--- src/rtl/vend_dispense_ctrl.sv ---
// vend_dispense_ctrl: queues product/change requests from the vending FSM
// and runs the product motor and change hopper one at a time, with
// drop-sensor completion, run timeouts and a forced gap between dispenses.
// Optional build macro SENSE_SYNC_EN: pass the drop sensors through
// 2-flop synchronizers (adds 2 cycles of detection latency; the timeout
// windows are not stretched).
module vend_dispense_ctrl #(
    parameter int PEND_W    = 3,
    parameter int MOTOR_TO  = 16,
    parameter int HOPPER_TO = 12,
    parameter int GAP_CYC   = 4
) (
    input  logic clk,
    input  logic rst,
    input  logic p_out,
    input  logic c_out,
    input  logic prod_sense,
    input  logic coin_sense,
    input  logic fault_clr,
    output logic motor_on,
    output logic hopper_on,
    output logic prod_done,
    output logic chg_done,
    output logic busy,
    output logic fault,
    output logic overflow
);

    localparam int TMR_MAX = (MOTOR_TO > HOPPER_TO) ? MOTOR_TO : HOPPER_TO;
    localparam int TMR_W   = $clog2(TMR_MAX + 1);
    localparam int GAP_W   = $clog2(GAP_CYC + 1);

    localparam logic [PEND_W-1:0] PEND_MAX = '1;
    localparam logic [PEND_W-1:0] PEND_ONE = PEND_W'(1);
    localparam logic [TMR_W-1:0]  MOTOR_LAST  = TMR_W'(MOTOR_TO - 1);
    localparam logic [TMR_W-1:0]  HOPPER_LAST = TMR_W'(HOPPER_TO - 1);
    localparam logic [TMR_W-1:0]  TMR_ONE     = TMR_W'(1);
    localparam logic [GAP_W-1:0]  GAP_LAST    = GAP_W'(GAP_CYC - 1);
    localparam logic [GAP_W-1:0]  GAP_ONE     = GAP_W'(1);

    typedef enum logic [2:0] {
        S_IDLE,
        S_PROD,
        S_CHG,
        S_GAP,
        S_FAULT
    } state_t;

    state_t            state;
    logic [PEND_W-1:0] prod_pend;
    logic [PEND_W-1:0] chg_pend;
    logic [TMR_W-1:0]  timer;
    logic [GAP_W-1:0]  gap_cnt;

    logic ps;
    logic cs;

`ifdef SENSE_SYNC_EN
    logic [1:0] ps_sync;
    logic [1:0] cs_sync;

    // Two-stage synchronizers for the asynchronous drop sensors
    always_ff @(posedge clk) begin
        if (rst) begin
            ps_sync <= 2'b00;
            cs_sync <= 2'b00;
        end else begin
            ps_sync <= {ps_sync[0], prod_sense};
            cs_sync <= {cs_sync[0], coin_sense};
        end
    end

    assign ps = ps_sync[1];
    assign cs = cs_sync[1];
`else
    assign ps = prod_sense;
    assign cs = coin_sense;
`endif

    // Dispatch decisions are taken from the registered counts, product first
    logic p_dec;
    logic c_dec;
    logic p_full;
    logic c_full;

    assign p_dec  = (state == S_IDLE) && (prod_pend != '0);
    assign c_dec  = (state == S_IDLE) && (prod_pend == '0) && (chg_pend != '0);
    // A counter at max that is being dispatched this cycle can still accept
    assign p_full = (prod_pend == PEND_MAX) && !p_dec;
    assign c_full = (chg_pend == PEND_MAX) && !c_dec;

    // Request capture: runs in every state, saturates and flags overflow
    always_ff @(posedge clk) begin
        if (rst) begin
            prod_pend <= '0;
            chg_pend  <= '0;
            overflow  <= 1'b0;
        end else begin
            case ({p_out && !p_full, p_dec})
                2'b10:   prod_pend <= prod_pend + PEND_ONE;
                2'b01:   prod_pend <= prod_pend - PEND_ONE;
                default: prod_pend <= prod_pend;
            endcase
            case ({c_out && !c_full, c_dec})
                2'b10:   chg_pend <= chg_pend + PEND_ONE;
                2'b01:   chg_pend <= chg_pend - PEND_ONE;
                default: chg_pend <= chg_pend;
            endcase
            if ((p_out && p_full) || (c_out && c_full))
                overflow <= 1'b1;
        end
    end

    // Dispense sequencer with registered actuator and status outputs
    always_ff @(posedge clk) begin
        if (rst) begin
            state     <= S_IDLE;
            timer     <= '0;
            gap_cnt   <= '0;
            motor_on  <= 1'b0;
            hopper_on <= 1'b0;
            prod_done <= 1'b0;
            chg_done  <= 1'b0;
            fault     <= 1'b0;
        end else begin
            prod_done <= 1'b0;
            chg_done  <= 1'b0;
            case (state)
                S_IDLE: begin
                    if (p_dec) begin
                        state    <= S_PROD;
                        timer    <= '0;
                        motor_on <= 1'b1;
                    end else if (c_dec) begin
                        state     <= S_CHG;
                        timer     <= '0;
                        hopper_on <= 1'b1;
                    end
                end
                S_PROD: begin
                    // A sense on the last window cycle still counts as success
                    if (ps) begin
                        state     <= S_GAP;
                        gap_cnt   <= '0;
                        motor_on  <= 1'b0;
                        prod_done <= 1'b1;
                    end else if (timer == MOTOR_LAST) begin
                        state    <= S_FAULT;
                        motor_on <= 1'b0;
                        fault    <= 1'b1;
                    end else begin
                        timer <= timer + TMR_ONE;
                    end
                end
                S_CHG: begin
                    if (cs) begin
                        state     <= S_GAP;
                        gap_cnt   <= '0;
                        hopper_on <= 1'b0;
                        chg_done  <= 1'b1;
                    end else if (timer == HOPPER_LAST) begin
                        state     <= S_FAULT;
                        hopper_on <= 1'b0;
                        fault     <= 1'b1;
                    end else begin
                        timer <= timer + TMR_ONE;
                    end
                end
                S_GAP: begin
                    if (gap_cnt == GAP_LAST)
                        state <= S_IDLE;
                    else
                        gap_cnt <= gap_cnt + GAP_ONE;
                end
                S_FAULT: begin
                    // The in-flight request is gone; queued ones wait for clear
                    if (fault_clr) begin
                        state <= S_IDLE;
                        fault <= 1'b0;
                    end
                end
                default: begin
                    state     <= S_IDLE;
                    motor_on  <= 1'b0;
                    hopper_on <= 1'b0;
                    fault     <= 1'b0;
                end
            endcase
        end
    end

    assign busy = (state != S_IDLE) || (prod_pend != '0) || (chg_pend != '0);

endmodule

--- config.mk ---
export PLATFORM = sky130hd
export DESIGN_NAME = vend_dispense_ctrl
export DESIGN_NICKNAME = d
export VERILOG_FILES = /design/src/rtl/vend_dispense_ctrl.sv
export SDC_FILE = /design/constraint.sdc
export NUM_CORES = 1
export LEC_CHECK = 0
export BUFFER_PORTS_ARGS = -buffer_cell sky130_fd_sc_hd__buf_4
export CAP_MARGIN = 30
export CORE_AREA = 2 2 64 66
export CTS_BUF_LIST = sky130_fd_sc_hd__clkbuf_4 sky130_fd_sc_hd__clkbuf_8 sky130_fd_sc_hd__clkbuf_16
export CTS_CLUSTER_SIZE = 12
export DETAILED_ROUTE_END_ITERATION = 8
export DIE_AREA = 0 0 66 68
export HOLD_SLACK_MARGIN = 0.02
export PLACE_DENSITY_LB_ADDON = 0.2
export REMOVE_ABC_BUFFERS = 1
export SYNTH_ARGS = -nofsm -noshare
export SYNTH_HDL_FRONTEND = slang
export SYNTH_SLANG_ARGS = --single-unit
--- constraint.sdc ---
create_clock -name clk -period 3.49 [get_ports clk]
set_input_delay 0 -clock clk [delete_from_list [all_inputs] [get_ports clk]]
set_output_delay 0 -clock clk [all_outputs]
set_load 0.02 [all_outputs]
==> out/results.tsv <==
stage	metric	value	unit
outcome	status	finished, final reports clean	
worst_hold_path	hold_class	input pin to flop	
logic_synthesis	synth_area_leaders	dfxtp_1 31%, nor2_1 6.3%, inv_1 3.5%	
pwr	p_sw	0.691	mW
detailed_routing	drt_iter0_markers	125	
worst_setup_path	critPathLaunchType	flop	
worst_setup_path	reg2reg_from	state[0]$_SDFFE_PP0P_	
pwr	power_density	880	mW/mm2
pwr	p_int	0.757	mW
floorplan	start_util	0.385	
worst_setup_path	crit_chain	or3_1 -> nor2_1 -> nand2_1 -> fa_1 -> nor3_1 -> a211o_1 -> a22oi_1 -> a21oi_1	
pwr	combPwrFrac	0.562	
cells_and_area	fin_area	0.00165	mm2
worst_setup_path	critical_path_required	3.65	ns
logic_synthesis	syn-instance-count	186	
floorplan	row_count	23	
cells_and_area	areaGrowthSynthToFinish	10.9	%
run	drv_cap	0	
floorplan	core_area	0.00386	mm2
logic_synthesis	yosysTopAreaCellShare	0.310	
global_route	grt.total_usage	0.160	
detailed_routing	finalWirelength	3220	um
timing	setup_viol_count_final	0	
clocking	cts_buffer_depth	2	
clocking	cts.sinks	23	
clocking	cts_root_buf	clkbuf_8	
detailed_routing	ant_nets	0	
floorplan	fp.dieH	68	um
clocking	cts_tree	yes	
logic_synthesis	synth_edf_count	0	
logic_synthesis	ys_ff_latch	23	
global_route	grt_max_degree	27	
cells_and_area	drive_gt1_frac	0.140	
worst_hold_path	hold_depth	2	
placement	dp_hpwl	2360	um
cells_and_area	nets	207	
cells_and_area	num-fill-cells	419	
logic_synthesis	yosysTopAreaCell	dfxtp_1	
worst_setup_path	crit_path_end_kind	flop	
global_route	grt_pass1_vias	1225	
clocking	clkTransAtPathRegs	0.09	ns
worst_hold_path	holdPathEnd	gap_cnt[2]$_SDFFE_PP0P_	
floorplan	die-area	0.00449	mm2
clocking	clock_latency	0.27	ns
logic_synthesis	synthTopCellsByCount	25 x nor2_1, 23 x dfxtp_1, 14 x inv_1, 14 x nand2_1, 10 x o21ai_0	
logic_synthesis	yosysWarnings	0	
clocking	cts_max_level	1	
logic_synthesis	synth-seq-area-share	0.310	
global_route	overflow	0	
timing	finClkSkew	0.00356	ns
worst_setup_path	r2r_end	prod_pend[1]$_SDFFE_PP0P_	
pwr	vdd_drop_max	0.000220	V
logic_synthesis	synth.most_common_cell	nor2_1	
detailed_routing	routedWlPerCell	13.3	um
timing	fin_crit_sh	0.775	
floorplan	pin_count	14	
logic_synthesis	synth_flop_cell	dfxtp_1	
timing	tns	0	ns
logic_synthesis	synth_area	0.00149	mm2
global_route	antenna_found_initial	0	
timing	fin_ws	0.784	ns
logic_synthesis	avgSynthCellArea	7.98	um2
clocking	ctsResizeCount	0	
worst_setup_path	slowest_delay	0.63	ns
pwr	leakage	0.609	nW
timing	tightest_slew	0.633	ns
floorplan	die_w	66	um
worst_setup_path	critical_path_class	flop to flop	
worst_setup_path	r2r_slack	0.78	ns
logic_synthesis	synth_cell_types	49	
timing	fin_crit	2.71	ns
placement	place_ws	0.797	ns
placement	port_buffers	13	
timing	max_freq	370	MHz
detailed_routing	drt-pass1-iter-count	4	
clocking	cts_inserted_buffers	3	
placement	placed_cell_area	0.00159	mm2
timing	max_slew_margin	0.572	
worst_hold_path	hp-start	rst	
timing	final_max_slew_viol_count	0	
worst_setup_path	worstRegToRegCells	8	
worst_setup_path	crit_slowest_cell	or3_1	
pwr	clkPwrFrac	0.126	
detailed_routing	routed_via_density	5.44	
global_route	grt_pass1_wl	5620	um
pwr	swShare	0.477	
timing	rsz0062_at_grt	false	
pwr	p_total	1.45	mW
placement	gp_congestion	0.816	
detailed_routing	via_count	1321	
cells_and_area	postLayoutCoreUtil	0.427	
cells_and_area	antenna_cells	0	
pwr	p_seq_frac	0.313	
logic_synthesis	async_flop_share	0	
timing	hold_viol_final	0	
worst_setup_path	crit_fanout	16	
detailed_routing	drc	0	
worst_setup_path	arrival	2.86	ns
layout by cell type, fill, tap and decap left out, types with 3 or more instances in the layout:
cell type,instances
buf_4,13
o31ai_1,4
clkbuf_8,3
xnor2_1,3
nor2b_1,6
a21oi_1,7
a22oi_1,4
dfxtp_1,23
nand2_1,14
nor2_1,25
or3_1,4
nand2b_1,4
nor3_1,7
inv_1,14
nand3_1,3
a211oi_1,5
ha_1,4
o21ai_0,10
cells by family (layout without fill, tap and decap cells):
| group | count (synthesis) | after routing | share of synthesized area |
|---|---|---|---|
| mux | 2 | 2 | 0.0135 |
| fa+ha+maj | 6 | 6 | 0.0607 |
| flops | 23 | 23 | 0.310 |
| buf+inv | 25 | 32 | 0.0741 |
| simple gates | 77 | 77 | 0.275 |
| xor+xnor | 4 | 4 | 0.0236 |
| compound gates | 49 | 49 | 0.243 |
flip-flops by register name, summed over array words and instances (netlist names):
name       count
gap_cnt        3
fault          1
state          3
prod_done      1
motor_on       1
timer          5
chg_pend       3
chg_done       1
overflow       1
prod_pend      3
hopper_on      1
power by group through the flow:
stage | sequential [mW] | clock, mW | combinational [mW]
global route | 0.472 | 0.199 | 0.916
detailed placement | 0.457 | 0 | 0.818
global placement | 0.448 | 0 | 0.787
finish | 0.453 | 0.182 | 0.813
CTS | 0.450 | 0.188 | 0.823
floorplan | 0.445 | 0 | 0.618
per-layer routing:
| layer | vias to the layer above | GRT usage | part of all wire |
|---|---|---|---|
| met1 | 632 | 0.205 | 0.47 |
| met5 | - | 0 | 0 |
| met3 | 7 | 0.0263 | 0.019 |
| met2 | 14 | 0.261 | 0.49 |
| met4 | 0 | 0.0791 | 0.021 |
| li1 | 668 | - | - |
worst max-delay path by stage:
stage	slack, ns	start	cells after the start	to
4_1_cts	0.79	state[0]$_SDFFE_PP0P_	8	prod_pend[1]$_SDFFE_PP0P_
6_report	0.78	state[0]$_SDFFE_PP0P_	8	prod_pend[1]$_SDFFE_PP0P_
2_1_floorplan	1.08	state[0]$_SDFFE_PP0P_	8	prod_pend[1]$_SDFFE_PP0P_
5_1_grt	0.63	state[1]$_SDFFE_PP0P_	8	prod_pend[1]$_SDFFE_PP0P_
3_3_place_gp	0.93	state[0]$_SDFFE_PP0P_	8	prod_pend[1]$_SDFFE_PP0P_
3_5_place_dp	0.80	state[0]$_SDFFE_PP0P_	8	prod_pend[1]$_SDFFE_PP0P_
per-stage QoR:
step | instances | hold slack, ns
finish | 243 | 0.0764
CTS | 243 | 0.0801
global route | 243 | 0.0929
global placement | 238 | 0.260
detailed placement | 238 | 0.267
floorplan | 175 | 0.0691
worst max-delay path: cells and delay by family, from the launching register on:
| kind | cells | cell delay, ns |
|---|---|---|
| DFF | 1 | 0.46 |
| adders and majority gates | 1 | 0.56 |
| and+or+nand+nor | 4 | 1.06 |
| AOI/OAI and AO/OA | 3 | 0.51 |
cell type report:
class | instances | area (um2) | area share
multi-input combinational | 138 | 915 | 0.555
sequential | 23 | 460 | 0.280
timing repair buffer | 14 | 108 | 0.0653
tap | 50 | 62.6 | 0.0380
inverter | 14 | 52.6 | 0.0319
clock buffer | 4 | 48.8 | 0.0296
repair_timing:
item / 4_1_cts / 5_1_grt
hold endpoints to repair: 1 / 0
buffers inserted: 0 / 0
hold buffers: 1 / 0
Power figures use the tool's default switching activity.
